==> config.mk <==
export PLATFORM = sky130hd
export DESIGN_NAME = rip_ma_stage
export DESIGN_NICKNAME = d
export VERILOG_FILES = /design/src/rtl/rip_ma_stage.sv
export SDC_FILE = /design/constraint.sdc
export NUM_CORES = 1
export LEC_CHECK = 0
export BUFFER_PORTS_ARGS = -buffer_cell sky130_fd_sc_hd__buf_2
export CAP_MARGIN = 0
export CORE_MARGIN = 2
export CORE_UTILIZATION = 44
export DETAILED_ROUTE_END_ITERATION = 8
export PLACE_DENSITY_LB_ADDON = 0.12
export SYNTH_ARGS = -nofsm -noshare
export SYNTH_HDL_FRONTEND = slang
export SYNTH_SLANG_ARGS = --single-unit
==> constraint.sdc <==
create_clock -name clk -period 2 [get_ports clk]
set_input_delay 0.2 -clock clk [delete_from_list [all_inputs] [get_ports clk]]
set_output_delay 0.2 -clock clk [all_outputs]
set_load 0.01 [all_outputs]
==> src/rtl/rip_ma_stage.sv <==
// rtl/rip_ma_stage.sv - rip-cpu memory-access stage: issues at most one data-memory transaction
// at a time, formats load data and drives the register file write port.
module rip_ma_stage #(
    parameter int ADDR_W         = 32,
    parameter int TIMEOUT_CYCLES = 0
) (
    input  logic              clk,
    input  logic              rst,
    input  logic              ex_valid,
    output logic              ex_ready,
    input  logic [4:0]        ex_rd_num,
    input  logic              ex_wen,
    input  logic              ex_is_load,
    input  logic              ex_is_store,
    input  logic [2:0]        ex_funct3,
    input  logic [31:0]       ex_result,
    input  logic [31:0]       ex_store_data,
    output logic              dmem_req,
    input  logic              dmem_ready,
    output logic              dmem_we,
    output logic [ADDR_W-1:0] dmem_addr,
    output logic [3:0]        dmem_wstrb,
    output logic [31:0]       dmem_wdata,
    input  logic              dmem_rvalid,
    input  logic [31:0]       dmem_rdata,
    output logic [4:0]        ma_rd_num,
    output logic              wen,
    output logic [31:0]       wdata,
    output logic              ma_fault
);

    typedef enum logic [1:0] {
        IDLE   = 2'd0,
        REQ    = 2'd1,
        WAIT_R = 2'd2
    } state_t;

    state_t            state, state_d;
    logic              dmem_req_d, dmem_we_d, wen_d, ma_fault_d;
    logic [ADDR_W-1:0] dmem_addr_d;
    logic [3:0]        dmem_wstrb_d;
    logic [31:0]       dmem_wdata_d, wdata_d;
    logic [4:0]        ma_rd_num_d;

    // Load context captured at accept, consumed when the read data returns.
    logic [1:0]        lane, lane_d;
    logic [2:0]        ld_funct3, ld_funct3_d;
    logic [4:0]        ld_rd, ld_rd_d;
    logic              ld_wen, ld_wen_d;
    logic [31:0]       tcnt, tcnt_d;

    logic              accept, is_mem, misaligned, illegal_f3;
    logic [31:0]       rsh, ld_val;

    assign ex_ready = (state == IDLE) && !rst;
    assign accept   = ex_valid && ex_ready;
    assign is_mem   = ex_is_load || ex_is_store;

    always_comb begin
        misaligned = 1'b0;
        illegal_f3 = 1'b0;
        case (ex_funct3[1:0])
            2'd1:    misaligned = ex_result[0];
            2'd2:    misaligned = (ex_result[1:0] != 2'b00);
            default: misaligned = 1'b0;
        endcase
        if (ex_is_load)
            illegal_f3 = !(ex_funct3 == 3'd0 || ex_funct3 == 3'd1 || ex_funct3 == 3'd2 ||
                           ex_funct3 == 3'd4 || ex_funct3 == 3'd5);
        else if (ex_is_store)
            illegal_f3 = (ex_funct3 > 3'd2);
    end

    always_comb begin
        rsh    = dmem_rdata >> {lane, 3'b000};
        ld_val = dmem_rdata;
        case (ld_funct3)
            3'd0:    ld_val = {{24{rsh[7]}}, rsh[7:0]};
            3'd1:    ld_val = {{16{rsh[15]}}, rsh[15:0]};
            3'd4:    ld_val = {24'd0, rsh[7:0]};
            3'd5:    ld_val = {16'd0, rsh[15:0]};
            default: ld_val = dmem_rdata;
        endcase
    end

    always_comb begin
        state_d      = state;
        dmem_req_d   = dmem_req;
        dmem_we_d    = dmem_we;
        dmem_addr_d  = dmem_addr;
        dmem_wstrb_d = dmem_wstrb;
        dmem_wdata_d = dmem_wdata;
        ma_rd_num_d  = ma_rd_num;
        wdata_d      = wdata;
        wen_d        = 1'b0;
        ma_fault_d   = 1'b0;
        lane_d       = lane;
        ld_funct3_d  = ld_funct3;
        ld_rd_d      = ld_rd;
        ld_wen_d     = ld_wen;
        tcnt_d       = tcnt;

        case (state)
            IDLE: begin
                if (accept) begin
                    if (!is_mem) begin
                        wen_d       = ex_wen && (ex_rd_num != 5'd0);
                        ma_rd_num_d = ex_rd_num;
                        wdata_d     = ex_result;
                    end else if (misaligned || illegal_f3) begin
                        ma_fault_d = 1'b1;
                    end else begin
                        state_d     = REQ;
                        dmem_req_d  = 1'b1;
                        dmem_we_d   = ex_is_store;
                        dmem_addr_d = {ex_result[ADDR_W-1:2], 2'b00};
                        lane_d      = ex_result[1:0];
                        ld_funct3_d = ex_funct3;
                        ld_rd_d     = ex_rd_num;
                        ld_wen_d    = ex_wen;
                        if (ex_is_store) begin
                            case (ex_funct3[1:0])
                                2'd0: begin
                                    dmem_wstrb_d = 4'b0001 << ex_result[1:0];
                                    dmem_wdata_d = {4{ex_store_data[7:0]}};
                                end
                                2'd1: begin
                                    dmem_wstrb_d = 4'b0011 << {ex_result[1], 1'b0};
                                    dmem_wdata_d = {2{ex_store_data[15:0]}};
                                end
                                default: begin
                                    dmem_wstrb_d = 4'hF;
                                    dmem_wdata_d = ex_store_data;
                                end
                            endcase
                        end else begin
                            dmem_wstrb_d = 4'h0;
                            dmem_wdata_d = 32'd0;
                        end
                    end
                end
            end
            REQ: begin
                if (dmem_ready) begin
                    dmem_req_d = 1'b0;
                    tcnt_d     = 32'd0;
                    state_d    = dmem_we ? IDLE : WAIT_R;
                end
            end
            WAIT_R: begin
                if (dmem_rvalid) begin
                    wen_d       = ld_wen && (ld_rd != 5'd0);
                    ma_rd_num_d = ld_rd;
                    wdata_d     = ld_val;
                    state_d     = IDLE;
                end else if (TIMEOUT_CYCLES > 0 && tcnt == 32'(TIMEOUT_CYCLES - 1)) begin
                    ma_fault_d = 1'b1;
                    state_d    = IDLE;
                end else begin
                    tcnt_d = tcnt + 32'd1;
                end
            end
            default: state_d = IDLE;
        endcase
    end

    always_ff @(posedge clk) begin
        if (rst) begin
            state      <= IDLE;
            dmem_req   <= 1'b0;
            dmem_we    <= 1'b0;
            dmem_addr  <= '0;
            dmem_wstrb <= 4'h0;
            dmem_wdata <= 32'd0;
            ma_rd_num  <= 5'd0;
            wen        <= 1'b0;
            wdata      <= 32'd0;
            ma_fault   <= 1'b0;
            lane       <= 2'd0;
            ld_funct3  <= 3'd0;
            ld_rd      <= 5'd0;
            ld_wen     <= 1'b0;
            tcnt       <= 32'd0;
        end else begin
            state      <= state_d;
            dmem_req   <= dmem_req_d;
            dmem_we    <= dmem_we_d;
            dmem_addr  <= dmem_addr_d;
            dmem_wstrb <= dmem_wstrb_d;
            dmem_wdata <= dmem_wdata_d;
            ma_rd_num  <= ma_rd_num_d;
            wen        <= wen_d;
            wdata      <= wdata_d;
            ma_fault   <= ma_fault_d;
            lane       <= lane_d;
            ld_funct3  <= ld_funct3_d;
            ld_rd      <= ld_rd_d;
            ld_wen     <= ld_wen_d;
            tcnt       <= tcnt_d;
        end
    end

endmodule

==> flow_summary.toml, run 1 <==
[outcome]
status = "finished, final reports clean"

[logic_synthesis]
yosys.area_share.adder_pct = 0.662
ys_seq_area_share_pct = 42.4
syn_area_per_cell_um2 = 8.36
ys_types = 54
synth_top_family_by_area = "compound AO/OA/AOI/OAI gates"
synth_xor_area_share_pct = 0
muxShareOfSynthArea_pct = 2.54
synth_most_common_cell = "dfxtp_1"
ys_top_cells_by_count = "dfxtp_1 (120), a21oi_1 (84), o21ai_0 (73), clkbuf_1 (45), nor2_1 (44)"
synth.area.top_cells = "dfxtp_1 (42%), a21oi_1 (7.4%), o21ai_0 (6.4%), o2bb2ai_1 (5.1%), nand3_1 (3.8%)"
yosys.area_share.simple_pct = 15.0
ys_ff_latch = 120
synth_area_mm2 = 0.00567
synth_edf_count = 0
synth.top_cell.area_share_pct = 42.4
synthFlopType = "dfxtp_1"
synth_cells = 678
yosys.area.top_type = "dfxtp_1"
ys_warn_count = 0
async_flop_share_pct = 0
synth-compound-area-share_pct = 33.0

[power_and_ir_drop]
power_density_mw_per_mm2 = 826
p_switching_mw = 1.69
swShare_pct = 26.9
p_leak_nw = 3.29
power_frac_clock_pct = 45.7
combPwrFrac_pct = 14.0
intPower_mw = 4.59
ir_drop_v = 0.000497
p_seq_share_pct = 40.3

[global_route]
grt_antenna_before_repair = 0
grt_pass1_vias = 6001
grt_overflow = 0
grt_max_degree = 47
grt_pass1_wl_um = 31400
track_usage_pct = 28.2

[sta]
tightest_slew_ns = 0.555
tns_ns = 0
clock.fmax_mhz = 528
setup_viol = 0
min_period_ns = 1.89
relSlewSlack_pct = 62.9
final.period_utilization_pct = 94.6
whs_ns = 0.0549
rsz0062_at_grt = "no"
hold_viol = 0
final-max-slew-violation-count = 0
fin_skew_ns = 0.00965

[cts]
clock-root-buffer = "clkbuf_16"
path_clk_slew_ns = 0.06
cts.path.max_buffers = 2
cts_tree = "built"
cts_hold_buffers = 0
htree_levels = 4
cts_sinks = 120
insertion_delay_ns = 0.41
cts_buffers = 17

[cells_and_area]
fillers = 1178
fin_nets = 997
diodes = 0
instances_no_fill = 1067
drive_above_1_share_pct = 33.3
area_growth_syn_to_layout_pct = 34.2

[worst_setup_path]
arrival_ns = 2.20
cp-start-kind = "flop"
setup.worst_path.class = "reg -> reg"
crit_required_ns = 2.30
endpoint_kind = "flop"
crit_path_max_fanout = 15

[floorplan]
rows = 41
core_mm2 = 0.0126
chipWidth_um = 117
start_util_pct = 44.9
pin_count = 222
die_h_um = 117
die-area_mm2 = 0.0138

[detailed_routing]
ant_nets = 0
drc = 0
wl_per_cell_um = 18.4
first_iter_violations = 631
routed_wirelength_um = 19600
vias = 6215
drt-pass1-iter-count = 5
vias_per_cell = 5.82

[flow_run]
drv_cap = 0

[placement]
dp_hpwl_um = 14200
place.gp.congestion = 0.863
port_buffers = 219
dp_cells = 1035

[hold_path]
hold_path_class = "in -> reg"
## placed cells by master, fill, tap and decap left out, types with 10 or more instances in the layout
| cell type | count |
|---|---|
| a22o_1 | 10 |
| a221oi_1 | 23 |
| o2bb2ai_1 | 33 |
| a22oi_1 | 24 |
| inv_1 | 12 |
| mux2i_1 | 11 |
| nand2_1 | 38 |
| a311oi_1 | 13 |
| dfxtp_1 | 120 |
| buf_2 | 219 |
| a21oi_1 | 83 |
| nor2_1 | 44 |
| nand3_1 | 43 |
| buf_4 | 28 |
| clkbuf_16 | 17 |
| o21ai_0 | 73 |
## metal layers
layer | GRT usage (%) | part of all wire (%) | up-vias
li1 | - | - | 2949
met1 | 37.1 | 43 | 2935
met2 | 44.7 | 46 | 308
met3 | 8.53 | 8.9 | 23
met4 | 8.21 | 1.4 | 0
met5 | 0 | 0 | -
## final timing paths
| kind | end | startpoint | cells past startpoint | slack (ns) |
|---|---|---|---|---|
| worst max-delay path | dmem_wstrb[3]$_SDFFE_PP0P_ | state[0]$_SDFFE_PP0P_ | 5 | 0.11 |
| worst min-delay path | dmem_addr[28]$_SDFFE_PP0P_ | ex_result[28] | 3 | 0.05 |
| worst max register to register | dmem_wstrb[3]$_SDFFE_PP0P_ | state[0]$_SDFFE_PP0P_ | 5 | 0.11 |
| worst min register to register | dmem_wdata[23]$_SDFFE_PP0P_ | dmem_wdata[23]$_SDFFE_PP0P_ | 1 | 0.46 |
## stage by stage
stage	setup slack (ns)	utilization, %	power, mW	area (um2)
6_report	0.107	60.3	6.28	7600
5_1_grt	0.00222	60.3	6.54	7600
4_1_cts	0.00106	60.1	6.31	7580
3_5_place_dp	0.0140	55.7	3.44	7030
3_3_place_gp	0.0861	55.7	3.42	7030
2_1_floorplan	0.176	-	3.03	5670
## kinds of logic (layout without fill, tap and decap cells)
family	count (synthesis)	in the layout
DFF	120	120
and+or+nand+nor	171	171
AOI/OAI and AO/OA	287	287
muxes	13	13
other	1	2
adders and majority gates	3	3
buffers and inverters	83	299
## power groups by stage
stage               clock (mW)  combinational [mW]  sequential (mW)
finish                    2.87               0.881             2.53
floorplan                    0               0.421             2.61
global route              3.04               0.962             2.54
global placement             0               0.847             2.58
CTS                       2.91               0.868             2.53
detailed placement           0               0.864             2.58
## what timing repair did
action	CTS	global route
endpoints found under the setup margin	0	32
buffers inserted	0	0
resized for setup	0	5
## state kept, by name (all words and copies together) (netlist names)
name / count
dmem_addr: 30
dmem_req: 1
dmem_wdata: 32
dmem_we: 1
dmem_wstrb: 4
lane: 2
ld_funct3: 3
ld_rd: 5
ld_wen: 1
ma_fault: 1
ma_rd_num: 5
state: 2
wdata: 32
wen: 1
## area by class of cell
class / count / area [um2] / share of cell area, %
inverter: 13 / 48.8 / 0.642
multi-input combinational: 476 / 2940 / 38.7
sequential: 120 / 2400 / 31.6
timing repair buffer: 254 / 1440 / 18.9
tap: 172 / 215 / 2.83
clock buffer: 20 / 457 / 6.01
clock inverter: 12 / 101 / 1.33
## critical path, cell delays in order (launching register included)
cell and delay, ns:
dfxtp_1 0.30, or4b_1 0.55, and4bb_4 0.43, a21oi_2 0.09, buf_6 0.18, a22o_1 0.23
(Power assumes the default switching activity.)
==> inputs of run 2 (changes only) <==
--- a/config.mk
+++ b/config.mk
@@ -5,11 +5,11 @@
 export SDC_FILE = /design/constraint.sdc
 export NUM_CORES = 1
 export LEC_CHECK = 0
-export BUFFER_PORTS_ARGS = -buffer_cell sky130_fd_sc_hd__buf_2
 export CAP_MARGIN = 0
 export CORE_MARGIN = 2
 export CORE_UTILIZATION = 44
 export DETAILED_ROUTE_END_ITERATION = 8
+export DONT_BUFFER_PORTS = 1
 export PLACE_DENSITY_LB_ADDON = 0.12
 export SYNTH_ARGS = -nofsm -noshare
 export SYNTH_HDL_FRONTEND = slang
==> flow_summary.toml, run 2 (synthesized netlist as in run 1, its figures left out) <==
[cts]
cts_buffers = 17
cts.path.max_buffers = 2
cts_tree = "built"
path_clk_slew_ns = 0.05
cts_sinks = 120
htree_levels = 4
clock-root-buffer = "clkbuf_16"
insertion_delay_ns = 0.41

[cells_and_area]
fin_nets = 851
design_area_mm2 = 0.00734
final_common_cell = "dfxtp_1"
fillers = 1152
final_cell_mix = "dfxtp_1 (120), a21oi_1 (81), dlygate4sd3_1 (76)"
largestRegisters = "dmem_wdata (32), wdata (32), dmem_addr (30)"
area_growth_syn_to_layout_pct = 29.5
drive_above_1_share_pct = 10.3

[hold_path]
hold_path_class = "in -> reg"

[sta]
tns_ns = 0
final.period_utilization_pct = 95.7
hold_viol = 0
clock.fmax_mhz = 522
setup_viol = 0
final-max-slew-violation-count = 0
relSlewSlack_pct = 61.2
tightest_slew_ns = 0.581
fin_skew_ns = 0.00780
min_period_ns = 1.91

[detailed_routing]
vias = 5793
drc = 0
wl_per_cell_um = 22.2
drt-pass1-iter-count = 5
ant_nets = 0
first_iter_violations = 542
vias_per_cell = 6.28
routed_wirelength_um = 20500

[placement]
port_buffers = 0
place.gp.congestion = 0.873
dp_hpwl_um = 13600
dpl-instance-area_mm2 = 0.00588

[worst_setup_path]
crit_path_max_fanout = 15
crit_required_ns = 2.34
endpoint_kind = "flop"
timing.reg2reg.setup_slack_ns = 0.09
setup.worst_path.class = "reg -> reg"
cp-start-kind = "flop"
arrival_ns = 2.25

[floorplan]
rows = 41
chipWidth_um = 117
core_mm2 = 0.0126
die-area_mm2 = 0.0138
start_util_pct = 44.9
die_h_um = 117
pin_count = 222

[global_route]
track_usage_pct = 28.7
grt_max_degree = 65
grt_overflow = 0
grt_pass1_wl_um = 31600
grt_pass1_vias = 5623
grt_antenna_before_repair = 2

[flow_run]
drv_cap = 0

[outcome]
status = "finished, final reports clean"

[power_and_ir_drop]
ir_drop_v = 0.000563
power_density_mw_per_mm2 = 897
p_leak_nw = 2.62
==> run 2: cell types whose count changed in the layout (fill, tap and decap cells not counted), sizes merged, moves of 3 or more <==
cell | before | now
dlygate4sd3 | 0 | 76
buf | 254 | 32
bufinv | 1 | 4
clkinvlp | 5 | 1
clkbuf | 20 | 23
==> run 2: layer usage <==
layer | part of all wire, % | up-vias | GRT usage, % | wire length [um]
met5 | 0 | - | 0 | 0
met4 | 2.1 | 0 | 9.79 | 431
met3 | 11 | 48 | 11.4 | 2270
li1 | - | 2665 | - | -
met1 | 40 | 2757 | 36.0 | 8230
met2 | 47 | 323 | 45.1 | 9570
==> run 2: cell type report <==
cell class	instances	area, um2	share of cell area, %
sequential	120	2400	32.7
timing repair buffer	108	1080	14.8
inverter	13	48.8	0.665
clock buffer	23	488	6.65
antenna	2	5.00	0.0682
tap	172	215	2.93
clock inverter	8	143	1.94
multi-input combinational	476	2960	40.3
==> run 2: path summary, 6_finish.rpt <==
kind | start | end | depth (start not counted)
max | state[0]$_SDFFE_PP0P_ | dmem_wdata[5]$_SDFFE_PP0P_ | 6
max reg2reg | state[0]$_SDFFE_PP0P_ | dmem_wdata[5]$_SDFFE_PP0P_ | 6
min reg2reg | ld_rd[2]$_SDFFE_PP0P_ | ma_rd_num[2]$_SDFFE_PP0P_ | 2
min | dmem_rdata[27] | wdata[27]$_SDFFE_PP0P_ | 2
==> run 2: critical path, cell delays in order (launching register included) <==
cell,delay [ns]
dfxtp_1,0.31
or4b_4,0.54
and4bb_2,0.39
buf_12,0.17
buf_4,0.12
nand4_1,0.13
a21oi_1,0.18
==> run 2: stage by stage <==
stage	setup slack [ns]	power, mW	util, %	hold slack (ns)	cells
after floorplan	0.176	3.03	-	0.348	679
after global routing	-0.000191	6.81	58.2	0.0137	922
after global placement	0.0224	3.16	46.6	0.282	809
after CTS	0.0777	6.59	57.8	0.00393	916
after detailed placement	-0.0897	3.17	46.6	0.283	809
final	0.0854	6.59	58.2	0.0193	922
==> run 2: report_power, final <==
group	leakage [nW]	internal, mW	switching (mW)
clock	0.309	2.20	1.07
sequential	0.973	2.48	0.105
combinational	1.34	0.321	0.404
total	2.62	5.01	1.58
==> run 2: timing repair <==
item                                   in CTS  in global routing
endpoints found under the hold margin      92                  1
gates resized for setup                     1                  3
setup endpoints to repair                  26                 27
buffers inserted                            0                  3
pin swaps                                   0                  1
hold buffers                               76                  1
==> inputs of run 3 (changes only) <==
--- a/config.mk
+++ b/config.mk
@@ -11,6 +11,7 @@
 export DETAILED_ROUTE_END_ITERATION = 8
 export DONT_BUFFER_PORTS = 1
 export PLACE_DENSITY_LB_ADDON = 0.12
+export REMOVE_ABC_BUFFERS = 1
 export SYNTH_ARGS = -nofsm -noshare
 export SYNTH_HDL_FRONTEND = slang
 export SYNTH_SLANG_ARGS = --single-unit
==> flow_summary.toml, run 3 (synthesized netlist as in run 1, its figures left out) <==
[global_route]
grt_max_degree = 65
grt_pass1_wl_um = 31000
grt_antenna_before_repair = 0
track_usage_pct = 28.2
grt_pass1_vias = 5551
grt_overflow = 0

[worst_setup_path]
crit_path_max_fanout = 7
cp_slowest_cell = "or4b_1"
crit_end = "dmem_wdata[5]$_SDFFE_PP0P_"
ff2ff_path_depth = 6
arrival_ns = 2.25
cp-start-kind = "flop"
critPathBufInv = 2
crit_required_ns = 2.34
cp.depth = 6
path_cells = "or4b_1 > and4bb_4 > buf_4 > buf_4 > nand4_1 > a21oi_1"
cp_top_family = "simple AND/OR/NAND/NOR gates"
critical_path.startpoint = "state[0]$_SDFFE_PP0P_"
timing.reg2reg.setup_slack_ns = 0.08
setup.worst_path.class = "reg -> reg"
r2r_start = "state[0]$_SDFFE_PP0P_"
critPathMaxStageDelay_ns = 0.55
endpoint_kind = "flop"
worstReg2RegEnd = "dmem_wdata[5]$_SDFFE_PP0P_"
crit_top_cell = "buf_4"

[cts]
cts.path.max_buffers = 2
cts_buffers = 17
cts_tree = "built"
cts_sinks = 120
clock-root-buffer = "clkbuf_16"
htree_levels = 4
insertion_delay_ns = 0.42
path_clk_slew_ns = 0.06

[power_and_ir_drop]
power_mw = 6.39
power_density_mw_per_mm2 = 876
p_leak_nw = 2.60
ir_drop_v = 0.000626

[detailed_routing]
ant_nets = 0
vias = 5798
first_iter_violations = 545
routed_wirelength_um = 19700
wl_per_cell_um = 21.3
drc = 0
drt-pass1-iter-count = 7
vias_per_cell = 6.26

[cells_and_area]
final_cell_mix = "dfxtp_1 (120), a21oi_1 (83), dlygate4sd3_1 (74)"
drive_above_1_share_pct = 10.9
fin_nets = 856
final_common_cell = "dfxtp_1"
fillers = 1143
largestRegisters = "dmem_wdata (32), wdata (32), dmem_addr (30)"
diodes = 0
area_growth_syn_to_layout_pct = 28.8
instances_no_fill = 926

[floorplan]
die_h_um = 117
start_util_pct = 44.9
chipWidth_um = 117
rows = 41
pin_count = 222
core_mm2 = 0.0126
die-area_mm2 = 0.0138

[sta]
final-max-slew-violation-count = 0
relSlewSlack_pct = 57.1
setup_viol = 0
clock.fmax_mhz = 522
rsz0062_at_grt = "no"
min_period_ns = 1.92
fin_skew_ns = 0.00655
hold_viol = 0
tightest_slew_ns = 0.642
final.period_utilization_pct = 95.8

[flow_run]
drv_cap = 0

[placement]
port_buffers = 0
dp_hpwl_um = 12900
dp_cells = 816
place.gp.congestion = 0.827

[outcome]
status = "finished, final reports clean"

[hold_path]
hold_path_class = "in -> reg"
-- run 3: where the power goes --
| part | internal (mW) | switching [mW] |
|---|---|---|
| Sequential | 2.48 | 0.109 |
| Clock | 1.98 | 1.11 |
| Combinational | 0.311 | 0.394 |
| Total | 4.78 | 1.62 |
-- run 3: how the worst min path moves through the flow --
stage,depth (start not counted),endpoint,from,slack (ns)
2_1_floorplan,1,dmem_addr[10]$_SDFFE_PP0P_,rst,0.27
3_3_place_gp,1,dmem_addr[28]$_SDFFE_PP0P_,rst,0.28
3_5_place_dp,1,dmem_addr[21]$_SDFFE_PP0P_,rst,0.28
4_1_cts,2,dmem_wdata[9]$_SDFFE_PP0P_,ex_store_data[9],0.003
5_1_grt,2,dmem_wdata[11]$_SDFFE_PP0P_,ex_store_data[3],0.01
6_report,2,wdata[14]$_SDFFE_PP0P_,dmem_rdata[14],0.01
-- run 3: metrics by stage --
stage	setup WS (ns)	util [%]	cell area, um2	hold WS (ns)	setup TNS [ns]
floorplan	-2.14	-	5360	0.269	-139.19
global placement	0.112	46.8	5910	0.278	0
detailed placement	0.0382	46.8	5910	0.279	0
CTS	0.00921	57.6	7270	0.00305	0
global route	0.00364	57.9	7300	0.0117	0
finish	0.0845	57.9	7300	0.0134	0
-- run 3: per-layer routing --
metal  up-vias  global-route usage (%)  share of wire (%)
li1       2677                       -                  -
met1      2776                    33.4                 40
met2       308                    47.0                 48
met3        37                    11.2                9.9
met4         0                    8.81                2.1
met5         -                       0                  0
-- run 3: cell type report --
| cell class | instances | area (um2) | area share (%) |
|---|---|---|---|
| flip-flops and latches | 120 | 2400 | 32.9 |
| repair buffers | 113 | 1090 | 15.0 |
| clock buffers | 20 | 447 | 6.12 |
| well taps | 172 | 215 | 2.95 |
| multi-input cells | 476 | 2940 | 40.3 |
| clock inverters | 12 | 151 | 2.07 |
| inverters | 13 | 48.8 | 0.668 |
-- run 3: worst reg2reg max path: stages, from the launching register on --
cell and delay (ns):
dfxtp_1 0.30, or4b_1 0.55, and4bb_4 0.44, buf_4 0.15
buf_4 0.13, nand4_1 0.11, a21oi_1 0.17
-- run 3: repair_timing --
item | in CTS | in global routing
hold buffers | 75 | 0
hold endpoints to repair | 91 | 0
setup endpoints to repair | 0 | 48
gates resized for setup | 0 | 2
buffers inserted | 0 | 3
